[config.mk]
export PLATFORM = sky130hd
export DESIGN_NAME = rfft_ctrl_flat
export DESIGN_NICKNAME = d
export VERILOG_FILES = /design/src/rtl/rfft_pkg.sv /design/src/rtl/rfft_ctrl_if.sv /design/src/rtl/rfft_addr_gen.sv /design/src/rtl/rfft_ctrl.sv /design/src/flat_wrapper.sv
export SDC_FILE = /design/constraint.sdc
export NUM_CORES = 1
export LEC_CHECK = 0
export BUFFER_PORTS_ARGS = -buffer_cell sky130_fd_sc_hd__buf_2
export CAP_MARGIN = 20
export CORE_MARGIN = 4
export CORE_UTILIZATION = 51
export CTS_BUF_LIST = sky130_fd_sc_hd__clkbuf_16
export DETAILED_ROUTE_END_ITERATION = 7
export PLACE_DENSITY = 0.84
export SLEW_MARGIN = 30
export SYNTH_ARGS = -nofsm -noshare
export SYNTH_HDL_FRONTEND = slang
export SYNTH_HIERARCHICAL = 1
export SYNTH_SLANG_ARGS = --single-unit
[constraint.sdc]
create_clock -name Clk -period 3.31 [get_ports Clk]
set_input_delay 0.4965 -clock Clk [delete_from_list [all_inputs] [get_ports Clk]]
set_output_delay 0.4965 -clock Clk [all_outputs]
set_load 0.02 [all_outputs]
[src/rtl/rfft_pkg.sv]
// Shared constants, FSM state type and stage pairing mask for the 256-point FFT sequencer.
package rfft_pkg;
  localparam int ADDR_W = 6;
  localparam int STAGES = 7;
  localparam int LIMIT  = 63;
  localparam int VALID  = 2;
  localparam int CNT_W  = 7;
  localparam int STG_W  = 3;

  typedef enum logic [1:0] {
    IDLE = 2'd0,
    RUN  = 2'd1,
    DONE = 2'd2
  } rfft_state_e;

  // Stage s pairs word i with word i ^ mask, where mask has the top s address bits set.
  function automatic logic [ADDR_W-1:0] stage_mask(input logic [STG_W-1:0] s);
    logic [ADDR_W-1:0] ones;
    ones = '1;
    return ~(ones >> s);
  endfunction
endpackage

[src/rtl/rfft_ctrl_if.sv]
// Start/busy/done handshake plus bank, twiddle and PE control bundle of rfft_ctrl.
// Defining RFFT_CTRL_ERR_EN adds the start_err flag.
interface rfft_ctrl_if;
  import rfft_pkg::*;

  logic              start;
  logic              busy;
  logic              done;
  logic [STG_W-1:0]  stage;
  logic [ADDR_W-1:0] rd_addr0;
  logic [ADDR_W-1:0] rd_addr1;
  logic [ADDR_W-1:0] wr_addr0;
  logic [ADDR_W-1:0] wr_addr1;
  logic              we;
  logic [ADDR_W-1:0] tf_addr;
  logic              in_swap;
  logic              out_swap;
  logic              bypass_n;

`ifdef RFFT_CTRL_ERR_EN
  logic              start_err;

  modport master (
    output start,
    input  busy, done, stage, rd_addr0, rd_addr1, wr_addr0, wr_addr1, we,
           tf_addr, in_swap, out_swap, bypass_n, start_err
  );

  modport slave (
    input  start,
    output busy, done, stage, rd_addr0, rd_addr1, wr_addr0, wr_addr1, we,
           tf_addr, in_swap, out_swap, bypass_n, start_err
  );
`else
  modport master (
    output start,
    input  busy, done, stage, rd_addr0, rd_addr1, wr_addr0, wr_addr1, we,
           tf_addr, in_swap, out_swap, bypass_n
  );

  modport slave (
    input  start,
    output busy, done, stage, rd_addr0, rd_addr1, wr_addr0, wr_addr1, we,
           tf_addr, in_swap, out_swap, bypass_n
  );
`endif
endinterface

[src/rtl/rfft_addr_gen.sv]
// Combinational map from (stage, rd_cnt, wr_cnt) to bank addresses, twiddle address,
// crossbar swap selects and PE bypass control.
module rfft_addr_gen
  import rfft_pkg::*;
(
  input  logic              run,
  input  logic [STG_W-1:0]  stage,
  input  logic [CNT_W-1:0]  rd_cnt,
  input  logic [ADDR_W-1:0] wr_cnt,
  output logic [ADDR_W-1:0] rd_addr0,
  output logic [ADDR_W-1:0] rd_addr1,
  output logic [ADDR_W-1:0] wr_addr0,
  output logic [ADDR_W-1:0] wr_addr1,
  output logic [ADDR_W-1:0] tf_addr,
  output logic              in_swap,
  output logic              out_swap,
  output logic              bypass_n
);
  localparam logic [STG_W-1:0] LAST_STG   = STG_W'(STAGES - 1);
  localparam logic [STG_W-1:0] LAST_OSWAP = STG_W'(ADDR_W - 1);

  logic [ADDR_W-1:0] mask;
  logic [ADDR_W-1:0] rd_w;
  logic [STG_W-1:0]  in_idx;
  logic [STG_W-1:0]  out_idx;

  always_comb begin
    mask    = stage_mask(stage);
    rd_w    = rd_cnt[ADDR_W-1:0];
    in_idx  = STG_W'(ADDR_W) - stage;
    out_idx = STG_W'(ADDR_W - 1) - stage;

    rd_addr0 = '0;
    rd_addr1 = '0;
    wr_addr0 = '0;
    wr_addr1 = '0;
    tf_addr  = '0;
    in_swap  = 1'b0;
    out_swap = 1'b0;
    bypass_n = 1'b1;

    if (run) begin
      rd_addr0 = rd_w;
      rd_addr1 = rd_w ^ mask;
      wr_addr0 = wr_cnt;
      wr_addr1 = wr_cnt ^ mask;
      tf_addr  = rd_w << stage;
      // Swap selects follow the partner bit; out_swap tracks wr_cnt so it lines up with write-back data.
      in_swap  = (stage != '0) ? rd_cnt[in_idx] : 1'b0;
      out_swap = (stage <= LAST_OSWAP) ? wr_cnt[out_idx] : 1'b0;
      bypass_n = (stage != LAST_STG);
    end
  end
endmodule

[src/rtl/rfft_ctrl.sv]
// Stage sequencer for the 4-bank radix-2 256-point FFT: FSM, read counter and stage index.
// Defining RFFT_CTRL_ERR_EN adds start_err, flagging a start that arrives mid-transform.
//
// state | meaning
// IDLE  | after reset, waiting for start
// RUN   | sweeping rd_cnt through every stage, writing VALID cycles behind the reads
// DONE  | transform complete; done held until the next start
module rfft_ctrl
  import rfft_pkg::*;
(
  input  logic       Clk,
  input  logic       Reset,
  rfft_ctrl_if.slave bus
);
  localparam logic [CNT_W-1:0]  RD_END   = CNT_W'(LIMIT + VALID);
  localparam logic [CNT_W-1:0]  RD_WR0   = CNT_W'(VALID);
  localparam logic [ADDR_W-1:0] WR_LAST  = ADDR_W'(LIMIT);
  localparam logic [STG_W-1:0]  LAST_STG = STG_W'(STAGES - 1);

  rfft_state_e       state_q;
  rfft_state_e       state_d;
  logic [CNT_W-1:0]  rd_cnt;
  logic [ADDR_W-1:0] wr_cnt;
  logic [STG_W-1:0]  stage_q;
  logic              run;
  logic              start_acc;
  logic              we;
  logic              last_wr;

  assign run       = (state_q == RUN);
  assign start_acc = bus.start && !run;
  assign we        = run && (rd_cnt >= RD_WR0);
  assign wr_cnt    = we ? ADDR_W'(rd_cnt - RD_WR0) : '0;
  assign last_wr   = we && (wr_cnt == WR_LAST);

  always_ff @(posedge Clk) begin
    if (Reset) begin
      state_q <= IDLE;
    end else begin
      state_q <= state_d;
    end
  end

  always_comb begin
    state_d = state_q;
    case (state_q)
      IDLE:    if (bus.start) state_d = RUN;
      RUN:     if (last_wr && (stage_q == LAST_STG)) state_d = DONE;
      DONE:    if (bus.start) state_d = RUN;
      default: state_d = IDLE;
    endcase
  end

  always_comb begin
    bus.busy = 1'b0;
    bus.done = 1'b0;
    case (state_q)
      RUN:     bus.busy = 1'b1;
      DONE:    bus.done = 1'b1;
      default: ;
    endcase
  end

  // Stage index is held at the last stage once the transform completes.
  always_ff @(posedge Clk) begin
    if (Reset) begin
      rd_cnt  <= '0;
      stage_q <= '0;
    end else if (start_acc) begin
      rd_cnt  <= '0;
      stage_q <= '0;
    end else if (run) begin
      rd_cnt <= (rd_cnt == RD_END) ? '0 : rd_cnt + 1'b1;
      if (last_wr && (stage_q != LAST_STG)) begin
        stage_q <= stage_q + 1'b1;
      end
    end
  end

`ifdef RFFT_CTRL_ERR_EN
  always_ff @(posedge Clk) begin
    if (Reset) begin
      bus.start_err <= 1'b0;
    end else if (start_acc) begin
      bus.start_err <= 1'b0;
    end else if (bus.start && run) begin
      bus.start_err <= 1'b1;
    end
  end
`endif

  assign bus.we    = we;
  assign bus.stage = stage_q;

  rfft_addr_gen u_addr_gen (
    .run      (run),
    .stage    (stage_q),
    .rd_cnt   (rd_cnt),
    .wr_cnt   (wr_cnt),
    .rd_addr0 (bus.rd_addr0),
    .rd_addr1 (bus.rd_addr1),
    .wr_addr0 (bus.wr_addr0),
    .wr_addr1 (bus.wr_addr1),
    .tf_addr  (bus.tf_addr),
    .in_swap  (bus.in_swap),
    .out_swap (bus.out_swap),
    .bypass_n (bus.bypass_n)
  );
endmodule

[src/flat_wrapper.sv]
// flat-port wrapper written by rule: the top's interface ports become plain ports
module rfft_ctrl_flat import rfft_pkg::*;
  (Clk, Reset, bus_start, bus_busy, bus_done, bus_stage, bus_rd_addr0, bus_rd_addr1, bus_wr_addr0, bus_wr_addr1, bus_we, bus_tf_addr, bus_in_swap, bus_out_swap, bus_bypass_n);
  rfft_ctrl_if bus_i ();
  input  logic Clk;
  input  logic Reset;
  input wire logic [$bits(bus_i.start)-1:0] bus_start;
  output wire logic [$bits(bus_i.busy)-1:0] bus_busy;
  output wire logic [$bits(bus_i.done)-1:0] bus_done;
  output wire logic [$bits(bus_i.stage)-1:0] bus_stage;
  output wire logic [$bits(bus_i.rd_addr0)-1:0] bus_rd_addr0;
  output wire logic [$bits(bus_i.rd_addr1)-1:0] bus_rd_addr1;
  output wire logic [$bits(bus_i.wr_addr0)-1:0] bus_wr_addr0;
  output wire logic [$bits(bus_i.wr_addr1)-1:0] bus_wr_addr1;
  output wire logic [$bits(bus_i.we)-1:0] bus_we;
  output wire logic [$bits(bus_i.tf_addr)-1:0] bus_tf_addr;
  output wire logic [$bits(bus_i.in_swap)-1:0] bus_in_swap;
  output wire logic [$bits(bus_i.out_swap)-1:0] bus_out_swap;
  output wire logic [$bits(bus_i.bypass_n)-1:0] bus_bypass_n;
  assign bus_i.start = bus_start;
  assign bus_busy = bus_i.busy;
  assign bus_done = bus_i.done;
  assign bus_stage = bus_i.stage;
  assign bus_rd_addr0 = bus_i.rd_addr0;
  assign bus_rd_addr1 = bus_i.rd_addr1;
  assign bus_wr_addr0 = bus_i.wr_addr0;
  assign bus_wr_addr1 = bus_i.wr_addr1;
  assign bus_we = bus_i.we;
  assign bus_tf_addr = bus_i.tf_addr;
  assign bus_in_swap = bus_i.in_swap;
  assign bus_out_swap = bus_i.out_swap;
  assign bus_bypass_n = bus_i.bypass_n;
  rfft_ctrl u_core (.Clk(Clk), .Reset(Reset), .bus(bus_i));
endmodule
# Word level (Yosys, flattened, before mapping)
# Cells that the tools add are included.
dict set report word_totals {
  word_cells 58
  out_inout_bits 39
  regBits 12
  input_bits 3
}
dict set report op_classes {
  addsub 5
  muxes 21
  eq_ne 8
  shift 2
  order_cmp 4
  n_bitwise 3
  n_reduce_logical 12
}
# operator count
set op_table {}
lappend op_table {{6-bit two-way mux} 6}
lappend op_table {{6-bit bitwise XOR} 2}
lappend op_table {{1-bit two-way mux} 9}
lappend op_table {{3-bit by 4-bit < comparator with 1-bit output (second input constant)} 2}
lappend op_table {{7-bit by 1-bit adder with 7-bit output (second input constant)} 1}
lappend op_table {{7-bit == test (second input constant)} 1}
lappend op_table {{7-bit by 2-bit greater-or-equal comparator with 1-bit output (second input constant)} 1}
lappend op_table {{7-bit two-way mux} 1}
lappend op_table {{1-bit binary-select mux with 3-bit select} 2}
lappend op_table {{6-bit == test (second input constant)} 1}
lappend op_table {{6-bit NOT} 1}
lappend op_table {{6-bit by 3-bit << shifter with 6-bit output} 1}
lappend op_table {{6-bit by 3-bit right shift with 6-bit output (first input constant)} 1}
lappend op_table {{3-bit subtractor (first input constant)} 2}
lappend op_table {{6-bit by 2-bit subtractor with 6-bit output (second input constant)} 1}
lappend op_table {{1-bit logical AND} 5}
lappend op_table {{2-bit two-way mux} 2}
lappend op_table {{2-bit case mux with 2 select lines} 1}
lappend op_table {{2-bit AND reduction} 2}
lappend op_table {{2-bit OR reduction} 2}
lappend op_table {{3-bit by 1-bit adder with 3-bit output (second input constant)} 1}
lappend op_table {{3-bit == test (second input constant)} 1}
lappend op_table {{3-bit less-or-equal comparator (second input constant)} 1}
lappend op_table {{3-bit != test (second input constant)} 1}
lappend op_table {{other kinds (7)} 7}

# Longest topological paths before layout
dict set report depth {
  word_depth 8
  ltp_mapped 9
  ltp_nobuf 8
}

# Hierarchy
# The synthesis kept the hierarchy.
# mod area_per_inst_um2 cells_per_inst n_inst seq_area_each_um2
set modules_own_cells {}
lappend modules_own_cells {rfft_ctrl 790.8 98 1 240.2}
lappend modules_own_cells {rfft_addr_gen 634.4 90 1 0.0}

# Worst setup path after synthesis
# Ideal clock, no wire load.
dict set report synth_path {
  path_kind {register to output}
  from {register u_core.rd_cnt[1]}
  to {output port bus_out_swap}
  path_stages_with_launch 10
  path_buffers 1
  arrival_ps 2478
  path_slack_ps 335
  t_required_ps 2813
  path_cell_list {dfxtp_1 inv_1 ha_1 nor3b_1 a31o_2 clkbuf_1 nor2_1 mux4_1 nand2_1 a221oi_1}
}
dict set report synth_between {
  elab_chain_len 7
  word_cells_on_any_way 8
  cone_classes {add/sub: 1; order compare: 1; mux: 5; reduce/logical: 1}
}
# item line_no
set synth_lines {}
lappend synth_lines {{start, declared} rfft_ctrl.sv:22} ;# logic [CNT_W-1:0] rd_cnt;
lappend synth_lines {{start signal, assigned} rfft_ctrl.sv:73} ;# rd_cnt <= (rd_cnt == RD_END) ? '0 : rd_cnt + 1'b1;
lappend synth_lines {{7-bit by 2-bit greater-or-equal comparator with 1-bit output} rfft_ctrl.sv:32} ;# assign we = run && (rd_cnt >= RD_WR0);
lappend synth_lines {{1-bit logical AND} rfft_ctrl.sv:32}
lappend synth_lines {{6-bit two-way mux (*)} rfft_ctrl.sv:33} ;# assign wr_cnt = we ? ADDR_W'(rd_cnt - RD_WR0) : '0;
lappend synth_lines {{net u_core.wr_cnt[4]} rfft_ctrl.sv:23} ;# logic [ADDR_W-1:0] wr_cnt;
lappend synth_lines {{1-bit binary-select mux with 3-bit select (*)} rfft_addr_gen.sv:50} ;# out_swap = (stage <= LAST_OSWAP) ? wr_cnt[out_idx] : 1'b0;
lappend synth_lines {{1-bit two-way mux (implied by the code) (*)} rfft_addr_gen.sv:50}
lappend synth_lines {{1-bit two-way mux (*)} rfft_addr_gen.sv:50}
lappend synth_lines {{1-bit two-way mux (*)} rfft_addr_gen.sv:42} ;# if (run) begin
lappend synth_lines {{end, declared} flat_wrapper.sv:18} ;# output wire logic [$bits(bus_i.out_swap)-1:0] bus_out_swap;
# Mark *: on every way through the listed nets, which the timed path passes. The rest lies on a longest branch. The select of a mux whose other input is x is not followed.

# Final worst setup path
dict set report layout_path {
  from {register u_core.rd_cnt[2]}
  to {output port bus_out_swap}
}
dict set report layout_between {
  elab_chain_len 7
  word_cells_on_any_way 8
  cone_classes {add/sub: 1; order compare: 1; mux: 5; reduce/logical: 1}
}
# item line_no
set layout_lines {}
lappend layout_lines {{7-bit by 2-bit greater-or-equal comparator with 1-bit output} rfft_ctrl.sv:32}
lappend layout_lines {{1-bit logical AND} rfft_ctrl.sv:32}
lappend layout_lines {{6-bit two-way mux} rfft_ctrl.sv:33}
lappend layout_lines {{net u_core.wr_cnt[1]} rfft_ctrl.sv:23}
lappend layout_lines {{1-bit binary-select mux with 3-bit select} rfft_addr_gen.sv:50}
lappend layout_lines {{1-bit two-way mux (implied by the code)} rfft_addr_gen.sv:50}
lappend layout_lines {{1-bit two-way mux} rfft_addr_gen.sv:50}
lappend layout_lines {{1-bit two-way mux} rfft_addr_gen.sv:42}
# The timed path passes the listed nets, and every way through them passes these cells. The select of a mux whose other input is x is not followed.

==> flow_summary.rst <==
.. list-table::
   :header-rows: 1

   * - Metric
     - Value
   * - Layout overhead on the synthesized area
     - 22.12%
   * - Number of antenna-violating nets in the routed design
     - 0
   * - Number of buffer cells added on primary ports
     - around 40
   * - Status
     - completed
   * - Share of post-route cells with drive strength above 1
     - 26.64%
   * - Total Die Area
     - between 3000 and 4000 um2
   * - Number of enable-type register cells in the synthesized netlist
     - 0
   * - Clock Path Buffers
     - 2
   * - 1st-iter DRT viols
     - 55
   * - Endpoint kind of the worst setup timing path
     - output port
   * - Placeable core area
     - roughly 2600 um2
   * - Synth Instances
     - 188
   * - Yosys cell types
     - 40
   * - Post-detailed-placement cell area
     - between 1500 and 2000 um2
   * - Slew Viols, Final
     - 0
   * - Final Cell Area
     - 1740 um2
   * - Maximum resistive drop on vdd
     - roughly 0.00035 V
   * - Power density over cell area
     - 251.9 nW/um2
   * - Main area contributors after synthesis
     - sky130_fd_sc_hd__dfxtp_1 (17%), sky130_fd_sc_hd__ha_1 (12%), sky130_fd_sc_hd__nor2_1 (8.4%)
   * - Crit path time final
     - 3047 ps
   * - Clock transition at path regs
     - ~40 ps
   * - Kind of start point of the critical path
     - flip-flop
   * - Most frequent cells in the layout
     - sky130_fd_sc_hd__buf_2 (41), sky130_fd_sc_hd__nor2_1 (32), sky130_fd_sc_hd__nand2_1 (17), sky130_fd_sc_hd__ha_1 (14), sky130_fd_sc_hd__xnor2_1 (13)
   * - RSZ-0062 raised after global routing
     - false
   * - TritonCTS clock tree
     - done
   * - Final setup vio count
     - 0
   * - Via count of the first global-routing pass
     - ~1300
   * - HPWL reported at the end of detailed placement
     - 2.754 mm
   * - Die H
     - 60.86 um
   * - Category of the critical setup timing path
     - flip-flop to output port
   * - Top flip-flop cell by instance count after synthesis
     - sky130_fd_sc_hd__dfxtp_1
   * - Count of pins on the block boundary
     - 42
   * - Initial DRT Pass Iterations
     - 4
   * - Max Freq
     - between 300 and 400 MHz
   * - Hold Vio Cnt, Final
     - 0
   * - Max Cap Viol
     - 0
   * - Proportion of register bits with asynchronous set or reset after synthesis
     - 0%
   * - Deepest level of the CTS H-tree
     - 1
   * - Post-Route Skew
     - between 1.5 and 2 ps
   * - Clock latency reported for the late side of the worst-skew pair
     - ~230 ps
   * - Number of antenna repair diodes
     - 0
   * - Total clock sinks
     - 12
   * - Data required time of the critical path
     - approximately 2800 ps
   * - Data arrival time of the worst path
     - approximately 2600 ps
   * - Final global-route overflow total
     - 0
   * - Per-cell routed wire length
     - approximately 14 um
   * - Effective utilization at floorplan
     - 55.51%
   * - Final TNS setup
     - 0 ps
   * - Count of state elements after synthesis
     - 12
   * - Share of the synthesized area in the top cell type
     - between 10% and 20%
   * - Routed via count divided by cell count
     - between 5 and 6
   * - Library cell occupying the most area in the post-synthesis netlist
     - sky130_fd_sc_hd__dfxtp_1
   * - Antenna violations before repair
     - 0
   * - Width of the die
     - 60.86 um
   * - CTS Buf Count
     - 3
   * - Total wire length after detailed routing
     - 3.711 mm
   * - Aggregate global-route resource usage
     - approximately a fifth
   * - Fraction of the yosys area taken by sequential cells
     - 16.86%
   * - Total DRC errors in the routed layout
     - 0
   * - Hold Path Class
     - input pin to flip-flop
   * - Maximum number of pins on one net before global-route repair
     - 18
   * - Final estimated routing congestion in global placement
     - between 0.8 and 0.9
   * - Leakage Power
     - 0.7769 nW
   * - Worst slack at placement
     - around 370 ps
   * - Avg Cell Area, Syn
     - between 7 and 8 um2
   * - First-pass GRT wire length
     - 5.968 mm
   * - Reg2Reg Setup Slack
     - about 1100 ps
   * - Number of cell rows
     - 18
   * - Synthesized cell area
     - between 1000 and 1500 um2
   * - Yosys warning total
     - 6
   * - Number of nets produced by synthesis
     - between 200 and 250
   * - Critical path fanouts, max
     - 11
   * - Root Driver
     - sky130_fd_sc_hd__clkbuf_16
   * - Most frequent standard cell in the layout excluding fill and tap cells
     - sky130_fd_sc_hd__buf_2
   * - Worst setup slack after layout
     - between 200 and 300 ps
   * - Worst-Margin Slew
     - 543.0 ps
   * - Worst max-slew margin expressed relative to the limit
     - approximately 64%
   * - Count of vias placed by the detailed router
     - about 1400
   * - Final worst path period share
     - around 90%
   * - Number of nets in the finished design
     - roughly 250
-- cell type report --
class                      count  area, um2
timing repair buffer          47      250.2
sequential                    12      241.5
fill                         219      827.0
tap                           30      37.54
clock buffer                   3      75.07
inverter                      13      48.80
multi-input combinational    154       1087
-- Yosys cell counts, drive strengths merged (4+ instances only) --
cell type	count
nand3	4
nor2b	4
inv	13
dfxtp	12
xor2	8
nor2	32
ha	14
mux2i	5
mux2	4
nand2	17
xnor2	13
and2	12
a21oi	5
nand2b	6
buf	6
-- worst max-delay path, stage by stage (launching register included) --
cell and delay, ps:
sky130_fd_sc_hd__dfxtp_2 450, sky130_fd_sc_hd__inv_1 130, sky130_fd_sc_hd__ha_1 240, sky130_fd_sc_hd__nor3b_2 190
sky130_fd_sc_hd__a31o_2 300, sky130_fd_sc_hd__nor2_1 230, sky130_fd_sc_hd__mux4_1 270, sky130_fd_sc_hd__nand2_1 60
sky130_fd_sc_hd__a221oi_1 240, sky130_fd_sc_hd__buf_2 210
-- metal layers --
metal	share of wire [%]	routed length (um)	vias to the layer above	global-route usage, %
li1	-	-	721	-
met1	47	1735	641	28.17
met2	46	1691	53	35.11
met3	6.7	249	6	3.404
met4	0.92	34	0	7.430
met5	0	0	-	0
-- worst paths after layout --
| kind | from | cells past startpoint | to |
|---|---|---|---|
| worst max register to register | u_core/rd_cnt[2]$_SDFFE_PP0P_ | 6 | u_core/state_q[1]$_SDFFE_PP0P_ |
| worst min register to register | u_core/state_q[0]$_SDFFE_PP0P_ | 2 | u_core/state_q[0]$_SDFFE_PP0P_ |
| worst max-delay path | u_core/rd_cnt[2]$_SDFFE_PP0P_ | 9 | bus_out_swap |
| worst min-delay path | Reset | 2 | u_core/state_q[1]$_SDFFE_PP0P_ |
-- flip-flops by register name, summed over array words and instances (netlist names) --
name              cells
u_core/rd_cnt         7
u_core/bus.stage      3
u_core/state_q        2
-- per-stage QoR --
stage	total power [mW]	hold WS (ps)	utilization [%]	std cells
finish	0.4385	454.8	67.79	259
global placement	0.2279	560.1	64.62	256
detailed placement	0.2290	571.6	64.62	256
floorplan	0.2067	527.1	-	188
CTS	0.4437	451.3	67.54	259
global route	0.4574	461.7	67.79	259
-- logic make-up (layout without fill, tap and decap cells) --
| logic type | after synthesis | count (layout) | synth area share, % |
|---|---|---|---|
| compound gates | 19 | 19 | 9.483 |
| mux | 11 | 11 | 10.10 |
| buf+inv | 22 | 63 | 7.199 |
| simple gates | 89 | 89 | 31.17 |
| xor+xnor | 21 | 21 | 12.91 |
| fa+ha+maj | 14 | 14 | 12.29 |
| flops | 12 | 12 | 16.86 |
-- timing repair --
action | in CTS | in global routing
resized for setup | 0 | 2
hold buffers | 0 | 0
buffers inserted | 0 | 0
endpoints found under the setup margin | 0 | 1
-- power by group --
part / switching, mW / total (mW) / internal, mW
registers: 0.00423 / 0.152 / 0.148
logic: 0.0493 / 0.0758 / 0.0265
clock network: 0.0541 / 0.211 / 0.157
total: 0.108 / 0.438 / 0.331
Note: power is estimated with default switching activity, not from simulation.
